**config.mk**
```make
export PLATFORM = sky130hd
export DESIGN_NAME = game2048_nxn_ctrl
export DESIGN_NICKNAME = d
export VERILOG_FILES = /design/src/rtl/game2048_nxn_ctrl.sv
export SDC_FILE = /design/constraint.sdc
export NUM_CORES = 1
export LEC_CHECK = 0
export CORE_MARGIN = 5
export CORE_UTILIZATION = 33
export CTS_BUF_LIST = sky130_fd_sc_hd__clkbuf_4 sky130_fd_sc_hd__clkbuf_8
export DETAILED_ROUTE_END_ITERATION = 8
export SYNTH_ARGS = -nofsm -noshare
export SYNTH_HDL_FRONTEND = slang
export SYNTH_SLANG_ARGS = --single-unit
```
**constraint.sdc**
```tcl
create_clock -name clk -period 25.4 [get_ports clk]
set_input_delay 2.54 -clock clk [delete_from_list [all_inputs] [get_ports clk]]
set_output_delay 2.54 -clock clk [all_outputs]
set_load 0.1 [all_outputs]
```
**src/rtl/game2048_nxn_ctrl.sv**
```systemverilog
// game2048_nxn_ctrl: NxN 2048 engine with line-serial slide/merge, LFSR tile spawner,
// win/lose detection and a valid/ready move interface.
module game2048_nxn_ctrl #(
    parameter int          N       = 4,
    parameter int          TILE_W  = 4,
    parameter int          WIN_EXP = 11,
    parameter int          SCORE_W = 20,
    parameter logic [15:0] SEED    = 16'hACE1
) (
    input  logic                       clk,
    input  logic                       rst,
    input  logic                       start,
    input  logic                       dir_valid,
    input  logic [3:0]                 dir,
    output logic                       dir_ready,
    input  logic                       load_en,
    input  logic [N*N*TILE_W-1:0]      load_board,
    output logic [N*N*TILE_W-1:0]      board,
    output logic [SCORE_W-1:0]         score,
    output logic [1:0]                 game_state,
    output logic                       busy
);
    localparam int NN = N * N;
    localparam int IW = $clog2(NN);
    localparam int LW = $clog2(N);
    localparam int GW = (1 << TILE_W) + $clog2(N) + 1;
    localparam int SW = (SCORE_W > GW ? SCORE_W : GW) + 1;

    typedef enum logic [2:0] {OFF, CLEAR, SPAWN, WAIT_MOVE, SHIFT, CHECK, OVER} state_t;
    state_t state, state_nx;

    logic [TILE_W-1:0] cells [NN];
    logic [TILE_W-1:0] lin [N];
    logic [TILE_W-1:0] lout [N];
    logic [TILE_W-1:0] prev;
    logic [IW-1:0]     lidx [N];
    logic [IW-1:0]     sp_idx, sp_cnt, sp_cur, sp_nx;
    logic [LW-1:0]     line, pos;
    logic [15:0]       lfsr;
    logic [1:0]        dsel;
    logic [GW-1:0]     gain;
    logic [SW-1:0]     sum;
    logic [SCORE_W-1:0] score_nx;
    logic moved, moved_nx, lchg, line_last, sp_first, sp_two, sp_done;
    logic dir_ok, load_ok, win, full, pair;

    assign dir_ok    = (dir != 4'd0) && ((dir & (dir - 4'd1)) == 4'd0);
    assign load_ok   = state inside {OFF, WAIT_MOVE, OVER};
    assign line_last = line == LW'(N - 1);
    assign moved_nx  = moved | lchg;

    // dsel[1]: horizontal move, dsel[0]: line is read from the far end
    always_comb begin
        for (int k = 0; k < N; k++) begin
            lidx[k] = dsel[1] ? IW'(int'(line) * N + (dsel[0] ? N - 1 - k : k))
                              : IW'((dsel[0] ? N - 1 - k : k) * N + int'(line));
            lin[k]  = cells[lidx[k]];
        end
    end

    // Compact toward index 0; a pending tile merges with at most one later equal tile
    always_comb begin
        pos  = '0;
        prev = '0;
        gain = '0;
        lchg = 1'b0;
        for (int k = 0; k < N; k++) lout[k] = '0;
        for (int k = 0; k < N; k++) begin
            if (lin[k] != '0) begin
                if (prev == lin[k]) begin
                    lout[pos] = lin[k] + TILE_W'(1);
                    gain      = gain + (GW'(1) << (lin[k] + TILE_W'(1)));
                    pos       = pos + LW'(1);
                    prev      = '0;
                end else begin
                    if (prev != '0) begin
                        lout[pos] = prev;
                        pos       = pos + LW'(1);
                    end
                    prev = lin[k];
                end
            end
        end
        if (prev != '0) lout[pos] = prev;
        for (int k = 0; k < N; k++) lchg = lchg | (lout[k] != lin[k]);
        sum      = SW'(score) + SW'(gain);
        score_nx = sum > SW'({SCORE_W{1'b1}}) ? {SCORE_W{1'b1}} : sum[SCORE_W-1:0];
    end

    assign sp_cur  = sp_first ? IW'(lfsr % 16'(NN)) : sp_idx;
    assign sp_nx   = sp_cur == IW'(NN - 1) ? '0 : sp_cur + IW'(1);
    assign sp_done = (cells[sp_cur] == '0) || (sp_cnt == IW'(NN - 1));

    always_comb begin
        win  = 1'b0;
        full = 1'b1;
        pair = 1'b0;
        for (int j = 0; j < NN; j++) begin
            win  = win | (cells[j] == TILE_W'(WIN_EXP));
            full = full & (cells[j] != '0);
        end
        for (int r = 0; r < N; r++)
            for (int c = 0; c < N - 1; c++)
                pair = pair | (cells[r*N+c] == cells[r*N+c+1]) | (cells[c*N+r] == cells[(c+1)*N+r]);
    end

    always_ff @(posedge clk) begin
        if (rst) state <= OFF;
        else     state <= state_nx;
    end

    always_comb begin
        state_nx = state;
        case (state)
            CLEAR:     state_nx = SPAWN;
            SPAWN:     state_nx = (sp_done && !sp_two) ? CHECK : SPAWN;
            WAIT_MOVE: state_nx = (dir_valid && dir_ok) ? SHIFT : WAIT_MOVE;
            SHIFT:     state_nx = !line_last ? SHIFT : moved_nx ? SPAWN : WAIT_MOVE;
            CHECK:     state_nx = (win || (full && !pair)) ? OVER : WAIT_MOVE;
            default:   state_nx = state;
        endcase
        if (load_ok && load_en) state_nx = CHECK;
        if (start) state_nx = CLEAR;
    end

    always_comb begin
        dir_ready = state == WAIT_MOVE;
        busy      = state inside {CLEAR, SPAWN, SHIFT, CHECK};
        board     = '0;
        for (int j = 0; j < NN; j++) board[j*TILE_W +: TILE_W] = cells[j];
    end

    always_ff @(posedge clk) begin
        if (rst) begin
            for (int j = 0; j < NN; j++) cells[j] <= '0;
            score      <= '0;
            game_state <= 2'b00;
            lfsr       <= SEED;
            dsel       <= 2'b00;
            line       <= '0;
            moved      <= 1'b0;
            sp_first   <= 1'b1;
            sp_two     <= 1'b0;
            sp_idx     <= '0;
            sp_cnt     <= '0;
        end else begin
            lfsr <= {lfsr[0] ^ lfsr[2] ^ lfsr[3] ^ lfsr[5], lfsr[15:1]};
            if (state == CLEAR) begin
                for (int j = 0; j < NN; j++) cells[j] <= '0;
                score      <= '0;
                game_state <= 2'b01;
                sp_two     <= 1'b1;
                sp_first   <= 1'b1;
                sp_cnt     <= '0;
            end
            if (state == WAIT_MOVE && dir_valid && dir_ok) begin
                dsel  <= {dir[3] | dir[2], dir[3] | dir[1]};
                line  <= '0;
                moved <= 1'b0;
            end
            if (state == SHIFT) begin
                for (int k = 0; k < N; k++) cells[lidx[k]] <= lout[k];
                score <= score_nx;
                line  <= line + LW'(1);
                moved <= moved_nx;
            end
            if (state == SPAWN) begin
                if (sp_done) begin
                    if (cells[sp_cur] == '0) cells[sp_cur] <= (lfsr[15:12] == 4'd0) ? TILE_W'(2) : TILE_W'(1);
                    sp_two <= 1'b0;
                end
                sp_first <= sp_done;
                sp_idx   <= sp_nx;
                sp_cnt   <= sp_done ? '0 : sp_cnt + IW'(1);
            end
            if (state == CHECK) game_state <= win ? 2'b10 : (full && !pair) ? 2'b11 : 2'b01;
            if (load_ok && load_en)
                for (int j = 0; j < NN; j++) cells[j] <= load_board[j*TILE_W +: TILE_W];
        end
    end
endmodule

```
==> results.sh <==
export IMPL_status="complete, no violations"
export IMPL_cp_max_fo=52
export IMPL_synth_area_mm2=0.01701
export IMPL_synth_xor_area_share_pct=8.804
export IMPL_fp_dieH_um=237.0
export IMPL_syn_area_per_cell_um2=7.608
export IMPL_synth_commonest_cells="199 x nand2_1, 151 x a21oi_1, 150 x nor2_1"
export IMPL_cp_arrival_ns=12.38
export IMPL_hold_depth=1
export IMPL_grt_pass1_wl_mm=117.8
export IMPL_synth_simple_gate_area_share_pct=23.15
export IMPL_synth_edff_count=64
export IMPL_grt_max_degree=65
export IMPL_tightestPinTransition_ns=1.283
export IMPL_n_antenna_cell=0
export IMPL_p_sw_share_pct=58.49
export IMPL_relSlewSlack_pct=14.48
export IMPL_finish_utilization_pct=38.02
export IMPL_gp_congestion=1.024
export IMPL_ctsRootBufferMaster="clkbuf_8"
export IMPL_vias=19110
export IMPL_power_leakage_uw=0.007555
export IMPL_clock_sinks=120
export IMPL_p_clk_share_pct=12.3
export IMPL_hpwlAfterDp_mm=59.24
export IMPL_cts_tree="yes"
export IMPL_die_area_mm2=0.05619
export IMPL_synth_top_family_by_area="compound AO/OA/AOI/OAI gates"
export IMPL_seq_power_share_pct=18.9
export IMPL_r2r_start="dsel[0]"
export IMPL_drt_initial_drc_count=2587
export IMPL_cts_buffers=17
export IMPL_hold_path_startpoint="lfsr[11]"
export IMPL_worstSkewPairLatency_ns=0.46
export IMPL_max_freq_mhz=83.07
export IMPL_cts_buffer_depth=2
export IMPL_final_cell_count_no_fill=2985
export IMPL_min_to="lfsr[10]"
export IMPL_rr_endpoint="score[17]"
export IMPL_antenna_found_initial=2
export IMPL_synth_seq_cells=120
export IMPL_reg2reg_slack_ns=13.36
export IMPL_maxCapViolCount=0
export IMPL_peakVddDrop_uv=41.37
export IMPL_dieWidth_um=237.0
export IMPL_postCtsHoldBufs=0
export IMPL_cpMostUsedCell="o21ai_0"
export IMPL_synth_area_leaders="edfxtp_1 11%, ha_1 7.1%, dfxtp_1 6.6%"
export IMPL_cp_required_ns=25.74
export IMPL_cts_htree_levels=4
export IMPL_pwr_density_cell_mw_per_mm2=75.61
export IMPL_fin_skew_ns=0.01894
export IMPL_synth_most_common_cell="nand2_1"
export IMPL_worst_path_max_delay_cell="nand2_1"
export IMPL_period_minus_slack_ns=12.04
export IMPL_drtAntennaViolNets=0
export IMPL_ys_seq_area_share_pct=17.89
export IMPL_critPathMaxStageDelay_ns=0.67
export IMPL_setup_viol=0
export IMPL_routed_wl_mm=80.12
export IMPL_pin_count=161
export IMPL_path_clk_slew_ns=0.09
export IMPL_drive_gt1_share_pct=8.460
export IMPL_reg2reg_depth=44
export IMPL_synth_top_area_share_pct=11.30
export IMPL_synth_adder_area_share_pct=7.532
export IMPL_intPower_uw=611.0
export IMPL_yosysTopAreaCell="edfxtp_1"
export IMPL_synthMuxAreaShare_pct=6.252
export IMPL_ctsResizeCount=0
export IMPL_start_util_pct=33.23
export IMPL_grt_usage_pct=26.98
export IMPL_setup_worst_path_class="flip-flop to flip-flop"
export IMPL_ys_types=118
export IMPL_switching_power_uw=860.8
export IMPL_viasPerCell=6.402
export IMPL_post_place_ws_ns=13.22
export IMPL_synth_compound_gate_area_share_pct=29.16
export IMPL_wire_per_inst_um=26.84
export IMPL_synth_cells=2236
export IMPL_start_kind="flip-flop"
export IMPL_fin_crit_sh_pct=47.40
export IMPL_drcViolationCount=0
export IMPL_setup_ws_ns=13.36
export IMPL_hold_viol_final=0
export IMPL_first_pass_iters=9
export IMPL_yosysWarnings=0
export IMPL_hold_ws_ns=0.4233
export IMPL_setup_tns_ns=0
export IMPL_comb_power_share_pct=68.9
export IMPL_slew_violations=0
export IMPL_rsz0062_at_grt="false"
export IMPL_grt_overflow_total=0
export IMPL_post_cts_buffers=0
export IMPL_core_area_mm2=0.05120
export IMPL_syn_to_final_growth_pct=14.44
export IMPL_layout_nets=2465
export IMPL_async_reset_ff_share_pct=0
export IMPL_placed_cells=2953
export IMPL_row_count=83
export IMPL_port_buffers=160
export IMPL_cp_end_kind="flip-flop"
export IMPL_dominantRegCellSynth="edfxtp_1"
export IMPL_hp_class="flip-flop to flip-flop"
export IMPL_grt_pass1_vias=18130
[through the flow]
stage                     total power (uW)  cell area [um2]
after floorplan                      963.3            17070
after global placement                1253            19060
after detailed placement              1259            19060
after CTS                             1441            19460
after global routing                  1536            19470
final                                 1472            19470
[worst max-delay path by stage]
stage                 from   endpoint  slack [ns]
6_report           dsel[0]  score[17]       13.36
3_5_place_dp       dsel[0]  score[18]       13.22
4_1_cts            dsel[0]  score[18]       13.21
3_3_place_gp       dsel[1]  score[18]       13.38
5_1_grt            dsel[0]  score[17]       12.26
2_1_floorplan  cells[5][0]  score[15]       15.90
[logic make-up (layout without fill, tap and decap cells)]
kind of cell               after synthesis  count (layout)
and+or+nand+nor                        764             764
AOI/OAI and AO/OA                      704             704
buffers and inverters                  279             333
xor gates and xnor gates               171             171
DFF                                    120             120
adders and majority gates              100             100
muxes                                   96              96
other                                    2              17
[worst max-delay path: cells and delay by family (launching register included)]
kind,cells,cell delay (ns)
compound gates,27,6.15
xor+xnor,1,0.46
fa+ha+maj,3,0.78
buf+inv,2,0.77
flops,1,0.56
mux,1,0.17
simple gates,10,2.94
[layer usage]
metal  GRT usage (%)  vias to the layer above  routed length (um)
li1                -                     8429                   -
met2           41.34                     1248               34370
met1           36.85                     9203               32820
met3           6.615                      230                9536
met4           9.848                        0                3392
met5               0                        -                   0
[flip-flops by register name, indices dropped and copies added (netlist names)]
| register | count |
|---|---|
| moved | 1 |
| score | 20 |
| sp_idx | 4 |
| sp_two | 1 |
| dsel | 2 |
| sp_first | 1 |
| cells | 64 |
| lfsr | 16 |
| game_state | 2 |
| sp_cnt | 4 |
| line | 2 |
| state | 3 |
[final cells by class]
cell class / count / area (um2)
Clock buffer: 17 / 234.0
Clock inverter: 15 / 168.9
Fill cell: 5275 / 31730
Inverter: 90 / 337.8
Multi-Input combinational cell: 1852 / 12840
Sequential cell: 120 / 3047
Tap cell: 680 / 850.8
Timing Repair Buffer: 211 / 1984
[cell usage in the layout (no fill, tap or decap), types with 15 or more instances in the layout]
| master | instances |
|---|---|
| buf_4 | 51 |
| clkdlybuf4s50_1 | 160 |
| dfxtp_1 | 53 |
| o221ai_1 | 50 |
| nand4_1 | 24 |
| and3_1 | 31 |
| nor4_1 | 35 |
| nand2_1 | 199 |
| clkbuf_8 | 17 |
| a21o_1 | 29 |
| o21ai_0 | 130 |
| mux2_2 | 33 |
| a22oi_1 | 29 |
| nor3_1 | 46 |
| nand4b_1 | 19 |
| a221oi_1 | 20 |
| ha_1 | 96 |
| a211oi_1 | 23 |
| mux2i_1 | 55 |
| nor2_1 | 148 |
| o22ai_1 | 24 |
| nand2b_1 | 26 |
| edfxtp_1 | 64 |
| a21boi_0 | 15 |
| inv_1 | 87 |
| xnor2_1 | 90 |
| conb_1 | 17 |
| nand3_1 | 63 |
| a21oi_1 | 151 |
| xor2_1 | 81 |
| and2_1 | 50 |
| o211ai_1 | 27 |
| nor2b_1 | 43 |
[power groups by stage]
stage	Clock [uW]	Combinational, uW	Sequential (uW)
2_1_floorplan	0	636	327
3_3_place_gp	0	975	278
3_5_place_dp	0	981	278
4_1_cts	183	985	274
5_1_grt	192	1070	277
6_report	180	1010	278
Power figures use the tool's default switching activity.
